## src/rtl/ws2812_pkg.sv

```systemverilog
// Shared WS2812 definitions: line-state encoding, GRB field layout, timing derivation.
// Latency: none (types, constants and constant functions only).
// Backpressure: not applicable.
package ws2812_pkg;

   // Receiver line state: SYNC waits for a latch, OWN captures, FWD forwards.
   typedef enum logic [1:0] {
      ST_SYNC = 2'd0,
      ST_OWN  = 2'd1,
      ST_FWD  = 2'd2
   } ws_state_t;

   // Bit positions of the colour fields inside a 24-bit {G,R,B} word.
   localparam int GRB_FIELD_W = 8;
   localparam int GRB_G_LSB   = 16;
   localparam int GRB_R_LSB   = 8;
   localparam int GRB_B_LSB   = 0;

   function automatic int cyc_per_us(input int clk_hz);
      return clk_hz / 1_000_000;
   endfunction

   function automatic int ns_to_cyc(input int clk_hz, input int ns);
      return (cyc_per_us(clk_hz) * ns) / 1000;
   endfunction

   // Same as ns_to_cyc but never below one cycle, so a threshold cannot vanish.
   function automatic int ns_to_cyc_min1(input int clk_hz, input int ns);
      int c;
      c = ns_to_cyc(clk_hz, ns);
      return (c < 1) ? 1 : c;
   endfunction

   function automatic int us_to_cyc(input int clk_hz, input int us);
      return cyc_per_us(clk_hz) * us;
   endfunction

endpackage

```

## src/rtl/ws2812_pulse_meas.sv

```systemverilog
// Synchronises the WS2812 line, measures high/low widths and classifies pulses and latches.
// Latency: 2 cycles synchroniser; fall/latch/too_long are flagged in the cycle the condition appears on din_s.
// Backpressure: none; the line is free-running and every event is a single-cycle strobe.
module ws2812_pulse_meas
   import ws2812_pkg::*;
#(
   parameter int CLK_HZ    = 27_000_000,
   parameter int THR_NS    = 525,
   parameter int GLITCH_NS = 100,
   parameter int TRES_US   = 50,
   parameter int THMAX_US  = 2
) (
   input  logic clk_g,
   input  logic rst_n,
   input  logic ws2812_din,
   output logic din_s,
   output logic fall,
   output logic bit_val,
   output logic glitch,
   output logic latch,
   output logic too_long
);

   localparam logic [15:0] THR   = 16'(ns_to_cyc(CLK_HZ, THR_NS));
   localparam logic [15:0] GLT   = 16'(ns_to_cyc_min1(CLK_HZ, GLITCH_NS));
   localparam logic [15:0] TRES  = 16'(us_to_cyc(CLK_HZ, TRES_US));
   localparam logic [15:0] THMAX = 16'(us_to_cyc(CLK_HZ, THMAX_US));

   logic        din_m;
   logic        din_d;
   logic        rise;
   logic [15:0] hi_cnt;
   logic [15:0] lo_cnt;

   // Two-flop synchroniser plus one delayed copy for edge detection.
   always_ff @(posedge clk_g or negedge rst_n) begin
      if (!rst_n) begin
         din_m <= 1'b0;
         din_s <= 1'b0;
         din_d <= 1'b0;
      end else begin
         din_m <= ws2812_din;
         din_s <= din_m;
         din_d <= din_s;
      end
   end

   assign rise = din_s & ~din_d;
   assign fall = ~din_s & din_d;

   // High-width counter; holds through the low phase so it equals the pulse width at the fall.
   always_ff @(posedge clk_g or negedge rst_n) begin
      if (!rst_n) begin
         hi_cnt <= '0;
      end else if (rise) begin
         hi_cnt <= 16'd1;
      end else if (din_s && (hi_cnt != 16'hFFFF)) begin
         hi_cnt <= hi_cnt + 16'd1;
      end
   end

   // Low-width counter; saturating at TRES makes the latch strobe fire once per low period.
   always_ff @(posedge clk_g or negedge rst_n) begin
      if (!rst_n) begin
         lo_cnt <= '0;
      end else if (din_s) begin
         lo_cnt <= '0;
      end else if (lo_cnt != TRES) begin
         lo_cnt <= lo_cnt + 16'd1;
      end
   end

   assign bit_val  = (hi_cnt >= THR);
   assign glitch   = (hi_cnt < GLT);
   assign latch    = ~din_s & (lo_cnt == (TRES - 16'd1));
   assign too_long = din_s & (hi_cnt > THMAX);

endmodule

```

## src/rtl/ws2812_rx_pixel.sv

```systemverilog
// WS2812 pixel receiver: captures the first 24 bits after a latch, forwards the rest downstream.
// Latency: color_grb/pixel_valid one cycle after the 24th fall on din_s; ws2812_dout is din 3 cycles late.
// Backpressure: none; the serial stream cannot be stalled, so outputs are single-cycle strobes.
module ws2812_rx_pixel
   import ws2812_pkg::*;
#(
   parameter int CLK_HZ    = 27_000_000,
   parameter int THR_NS    = 525,
   parameter int GLITCH_NS = 100,
   parameter int TRES_US   = 50,
   parameter int THMAX_US  = 2
) (
   input  logic        clk_g,
   input  logic        rst_n,
   input  logic        ws2812_din,
   output logic        ws2812_dout,
   output logic [23:0] color_grb,
   output logic        pixel_valid,
   output logic        frame_end,
   output logic        bit_err
);

   logic       din_s;
   logic       fall;
   logic       bit_val;
   logic       glitch;
   logic       latch;
   logic       too_long;

   ws_state_t   state;
   ws_state_t   state_nxt;
   logic [4:0]  bit_cnt;
   logic [4:0]  bit_cnt_nxt;
   logic [23:0] shreg;
   logic [23:0] shreg_nxt;
   logic        cap;
   logic        fe;
   logic        err_set;
   logic        err_clr;
   logic        fwd_en;

   ws2812_pulse_meas #(
      .CLK_HZ    (CLK_HZ),
      .THR_NS    (THR_NS),
      .GLITCH_NS (GLITCH_NS),
      .TRES_US   (TRES_US),
      .THMAX_US  (THMAX_US)
   ) u_meas (
      .clk_g      (clk_g),
      .rst_n      (rst_n),
      .ws2812_din (ws2812_din),
      .din_s      (din_s),
      .fall       (fall),
      .bit_val    (bit_val),
      .glitch     (glitch),
      .latch      (latch),
      .too_long   (too_long)
   );

   // State register.
   always_ff @(posedge clk_g or negedge rst_n) begin
      if (!rst_n) begin
         state <= ST_SYNC;
      end else begin
         state <= state_nxt;
      end
   end

   // Next state and capture decisions; an over-long high beats a latch, which beats a bit.
   always_comb begin
      state_nxt   = state;
      bit_cnt_nxt = bit_cnt;
      shreg_nxt   = shreg;
      cap         = 1'b0;
      fe          = 1'b0;
      err_set     = 1'b0;
      err_clr     = 1'b0;
      if (too_long) begin
         state_nxt = ST_SYNC;
         err_set   = 1'b1;
      end else if (latch) begin
         fe          = 1'b1;
         state_nxt   = ST_OWN;
         bit_cnt_nxt = 5'd0;
         // A latch cutting off a partly received pixel is an error; otherwise a new frame starts clean.
         if ((state == ST_OWN) && (bit_cnt != 5'd0)) begin
            err_set = 1'b1;
         end else begin
            err_clr = 1'b1;
         end
      end else if ((state == ST_OWN) && fall) begin
         if (glitch) begin
            err_set = 1'b1;
         end else begin
            shreg_nxt = {shreg[22:0], bit_val};
            if (bit_cnt == 5'd23) begin
               cap         = 1'b1;
               bit_cnt_nxt = 5'd0;
               state_nxt   = ST_FWD;
            end else begin
               bit_cnt_nxt = bit_cnt + 5'd1;
            end
         end
      end
   end

   // Capture datapath, event strobes and the sticky error flag.
   always_ff @(posedge clk_g or negedge rst_n) begin
      if (!rst_n) begin
         bit_cnt     <= '0;
         shreg       <= '0;
         color_grb   <= '0;
         pixel_valid <= 1'b0;
         frame_end   <= 1'b0;
         bit_err     <= 1'b0;
      end else begin
         bit_cnt     <= bit_cnt_nxt;
         shreg       <= shreg_nxt;
         pixel_valid <= cap;
         frame_end   <= fe;
         if (cap) begin
            color_grb <= shreg_nxt;
         end
         if (err_set) begin
            bit_err <= 1'b1;
         end else if (err_clr) begin
            bit_err <= 1'b0;
         end
      end
   end

   // Forwarding: only after din_s has been seen low in FWD, so a pulse already in progress is never cut.
   always_ff @(posedge clk_g or negedge rst_n) begin
      if (!rst_n) begin
         fwd_en      <= 1'b0;
         ws2812_dout <= 1'b0;
      end else begin
         fwd_en      <= (state == ST_FWD) && (fwd_en || !din_s);
         ws2812_dout <= (state == ST_FWD) && fwd_en && din_s && !too_long;
      end
   end

endmodule

```

## config.mk

```make
export PLATFORM = sky130hd
export DESIGN_NAME = ws2812_rx_pixel
export DESIGN_NICKNAME = d
export VERILOG_FILES = /design/src/rtl/ws2812_pkg.sv /design/src/rtl/ws2812_pulse_meas.sv /design/src/rtl/ws2812_rx_pixel.sv
export SDC_FILE = /design/constraint.sdc
export NUM_CORES = 1
export LEC_CHECK = 0
export ABC_AREA = 1
export CAP_MARGIN = 30
export CORE_AREA = 2 2 98 123
export CTS_CLUSTER_SIZE = 40
export DETAILED_ROUTE_END_ITERATION = 10
export DIE_AREA = 0 0 100 125
export GPL_TIMING_DRIVEN = 0
export SLEW_MARGIN = 20
export SYNTH_ARGS = -nofsm -noshare
export SYNTH_HDL_FRONTEND = slang
export SYNTH_SLANG_ARGS = --single-unit
```

## constraint.sdc

```tcl
create_clock -name clk_g -period 1.5 [get_ports clk_g]
set_input_delay 0.225 -clock clk_g [delete_from_list [all_inputs] [get_ports clk_g]]
set_output_delay 0.225 -clock clk_g [all_outputs]
set_load 0.03 [all_outputs]
```

==> metrics.md <==
| Metric | Value |
|---|---|
| Congestion Overflow GR | `0` |
| Syn Area/Cell | `8.47 um^2` |
| DRT Wirelength | `~12 mm` |
| GPL Wtd Cong | `about 0.84` |
| Root buf cell | `clkbuf_16` |
| DP Cell Count | `706` |
| Max-slew violations | `0` |
| Worst EP arrival | `~1.8 ns` |
| Via Count | `just over 4,000` |
| Vias per Instance | `about 5.1` |
| Number of synthesized flops with an enable pin | `0` |
| Initial core utilization | `39.7%` |
| Synthesized cell area | `4550 um^2` |
| Largest net degree at the start of global routing | `81` |
| Num CTS Buffers | `9` |
| # rows | `44` |
| PwrDens | `roughly 930 nW/um^2` |
| Full die area | `12,500 um^2` |
| Run status | `complete, but fails checks` |
| Worst hold margin | `roughly 0.26 ns` |
| Hold Crit Class | `in2async` |
| Initial antenna violation count | `0` |
| Num Clock Sinks | `94` |
| Biggest cell delay along the critical path | `0.43 ns` |
| Critical path peak fanout | `6` |
| Average wire per standard cell | `around 15 um` |
| Final Cycle Share | `106%` |
| Net Sw Frac | `between 20% and 30%` |
| CP Class | `reg2reg` |
| Worst clock skew | `just under 0.005 ns` |
| Gate power share | `between 10% and 20%` |
| Gate Count Post-Synth | `approximately 540` |
| Sequential share of the synthesized area | `51.7%` |
| Die Span Y | `roughly 130 um` |
| Iteration-0 DRC Markers | `223` |
| Final setup fails | `between 50 and 60` |
| Yosys reg bits | `94` |
| Finished Cell Area | `6620 um^2` |
| Max-slew headroom | `~66%` |
| CTS max path bufs | `2` |
| I/O pin count | `31` |
| Synth-to-Final Area Change | `45.6%` |
| RSZ-0062 raised after global routing | `true` |
| Worst path cell trace | `nand2_2 -> nor3_4 -> nand2_2 -> nor2_4 -> nor2_4 -> nor2_8 -> buf_6 -> o21ai_2` |
| Crit path buffers/inverters | `1` |
| Non-Filler Instances | `about 790` |
| Cell family with most CP delay | `simple AND/OR/NAND/NOR gates` |
| P_int | `4660 uW` |
| Clk Latency, worst-skew pair | `0.34 ns` |
| Layout cells sized above 1 | `roughly two fifths` |
| Setup TNS | `-2.40 ns` |
| Flop pwr share | `a little over two fifths` |
| Place WS | `-0.300 ns` |
| Reg clk slew, reported paths | `around 0.07 ns` |
| Die W | `~100 um` |
| Cell variety after synth | `37` |
| Post-synth top flop | `dfrtp_1` |
| Clock power frac | `42.7%` |
| Drt pass-1 iters | `4` |
| Sw power | `roughly 1500 uW` |
| # diodes | `0` |
| CTS tree | `done` |
| Worst Setup Start Kind | `register` |
| Crit end category | `register` |
| Fmax | `~0.63 GHz` |
| Nets@finish | `660` |
| Final hold vios | `0` |
| Port bufs | `30` |
| Fin worst setup slack | `-0.0931 ns` |
| Slowest cell on crit path | `dfrtp_1` |
| Async SR Flop Fraction | `between 90% and 100%` |
| Vias in the first global route | `about 3,800` |
| # DRC | `0` |
| CP Data Required Time | `between 1.5 and 2 ns` |
| Least-Margin Pin Slew | `0.509 ns` |
| Antenna-violating nets left | `0` |
| Placed Area | `5050 um^2` |
| Period minus WS final | `roughly 1.6 ns` |
| Synth warnings | `0` |
| First-pass GRT wire length | `about 18 mm` |
| Detailed placer's ending HPWL | `approximately 6.7 mm` |
| Tot GR Track Use | `between 10% and 20%` |
| Total of max-cap violations | `0` |
| H-tree depth | `3` |
| Commonest non-fill, non-tap cell in the layout | `dfrtp_1` |
| Commonest non-fill, non-tap cells in the layout | `dfrtp_1 (76), nand2_1 (72), inv_1 (57), buf_4 (51), nand2_2 (45)` |
| Post-Syn Nets | `between 500 and 600` |
| Core ar. | `around 11,000 um^2` |
| Worst VDD drop | `around 0.5 mV` |
| Leakage | `approximately 0.0031 uW` |
| Failing checks | `setup timing` |
==> power groups by stage <==
stage | Combinational, uW | Clock, uW | Sequential [uW]
after floorplan | 257 | 0 | 2670
after global placement | 367 | 0 | 2680
after detailed placement | 385 | 0 | 2680
after CTS | 583 | 2660 | 2670
after global routing | 921 | 2790 | 2670
final | 856 | 2620 | 2670
==> per-layer routing <==
layer | GRT usage [%] | share of wire, % | up-vias
met1 | 21.3 | 41 | 1983
met5 | 0 | 0 | -
li1 | - | - | 1976
met4 | 6.93 | 2.1 | 0
met2 | 29.5 | 54 | 71
met3 | 3.75 | 3.1 | 22
==> registers in the layout (all words and copies together) (netlist names) <==
signal         flops
pixel_valid        1
state              2
u_meas.lo_cnt     16
ws2812_dout        1
u_meas.din_m       1
frame_end          1
u_meas.din_s       1
bit_cnt            5
u_meas.din_d       1
bit_err            1
shreg             23
fwd_en             1
color_grb         24
u_meas.hi_cnt     16
==> metrics by stage <==
step	total power (uW)	util (%)
6_report	6150	57.8
3_3_place_gp	3050	43.9
2_1_floorplan	2930	-
3_5_place_dp	3070	44.1
4_1_cts	5910	51.9
5_1_grt	6380	57.8
==> worst reg2reg max path: cells and delay by family (launching register included) <==
kind / cells / cell delay (ns)
buffers and inverters: 1 / 0.17
flip-flops: 1 / 0.43
AO/OA/AOI/OAI: 1 / 0.06
AND/OR/NAND/NOR: 6 / 0.84
==> layout make-up <==
cell class / count / area (um^2)
Fill cell: 991 / 4830
Sequential cell: 94 / 2370
Multi-Input combinational cell: 362 / 2340
Timing Repair Buffer: 104 / 977
Inverter: 65 / 249
Clock buffer: 10 / 229
Tap cell: 138 / 173
Buffer: 14 / 165
Clock inverter: 6 / 109
==> cells by family (layout without fill, tap and decap cells) <==
family                     Yosys count  after routing  synth area share (%)
adders and majority gates            7              7                  1.93
xor gates and xnor gates            10             10                  1.93
DFF                                 94             94                  51.7
and+or+nand+nor                    259            259                  26.7
AOI/OAI and AO/OA                   86             86                  9.77
buffers and inverters               81            199                  7.90
==> final timing paths <==
path	from	end	slack, ns	cells past startpoint
worst max-delay path	u_meas.hi_cnt[11]$_DFFE_PN0P_	u_meas.hi_cnt[2]$_DFFE_PN0P_	-0.09	8
max in group asynchronous	rst_n	u_meas.din_s$_DFF_PN0_	0.58	3
worst min-delay path	rst_n	color_grb[10]$_DFFE_PN0P_	0.26	2
worst min register to register	u_meas.din_m$_DFF_PN0_	u_meas.din_s$_DFF_PN0_	0.35	0
worst max register to register	u_meas.hi_cnt[11]$_DFFE_PN0P_	u_meas.hi_cnt[2]$_DFFE_PN0P_	-0.09	8
min in group clk_g	ws2812_din	u_meas.din_m$_DFF_PN0_	0.32	1
==> synthesized netlist by cell type, drive strengths merged, types with 2 or more instances <==
| library cell | instances | area, um^2 |
|---|---|---|
| ha | 7 | 87.6 |
| buf | 12 | 100 |
| nand4 | 11 | 75.1 |
| nor3 | 14 | 96.4 |
| o22ai | 2 | 12.5 |
| clkbuf | 4 | 15.0 |
| or2 | 4 | 25.0 |
| o21ai | 71 | 355 |
| inv | 65 | 244 |
| and3 | 2 | 12.5 |
| dfrtp | 94 | 2350 |
| nor2 | 54 | 259 |
| xor2 | 7 | 61.3 |
| xnor2 | 3 | 26.3 |
| nand2 | 126 | 480 |
| nand3 | 45 | 248 |
| a21oi | 9 | 45.0 |
==> what timing repair did <==
| action | 4_1_cts | 5_1_grt |
|---|---|---|
| setup buffers | 38 | 26 |
| hold endpoints to repair | 14 | 0 |
| setup endpoints to repair | 105 | 82 |
| gates resized for setup | 122 | 137 |
| cloned | 4 | 4 |
| pin swaps | 20 | 24 |
| hold buffers | 1 | 0 |
(Power assumes the default switching activity.)
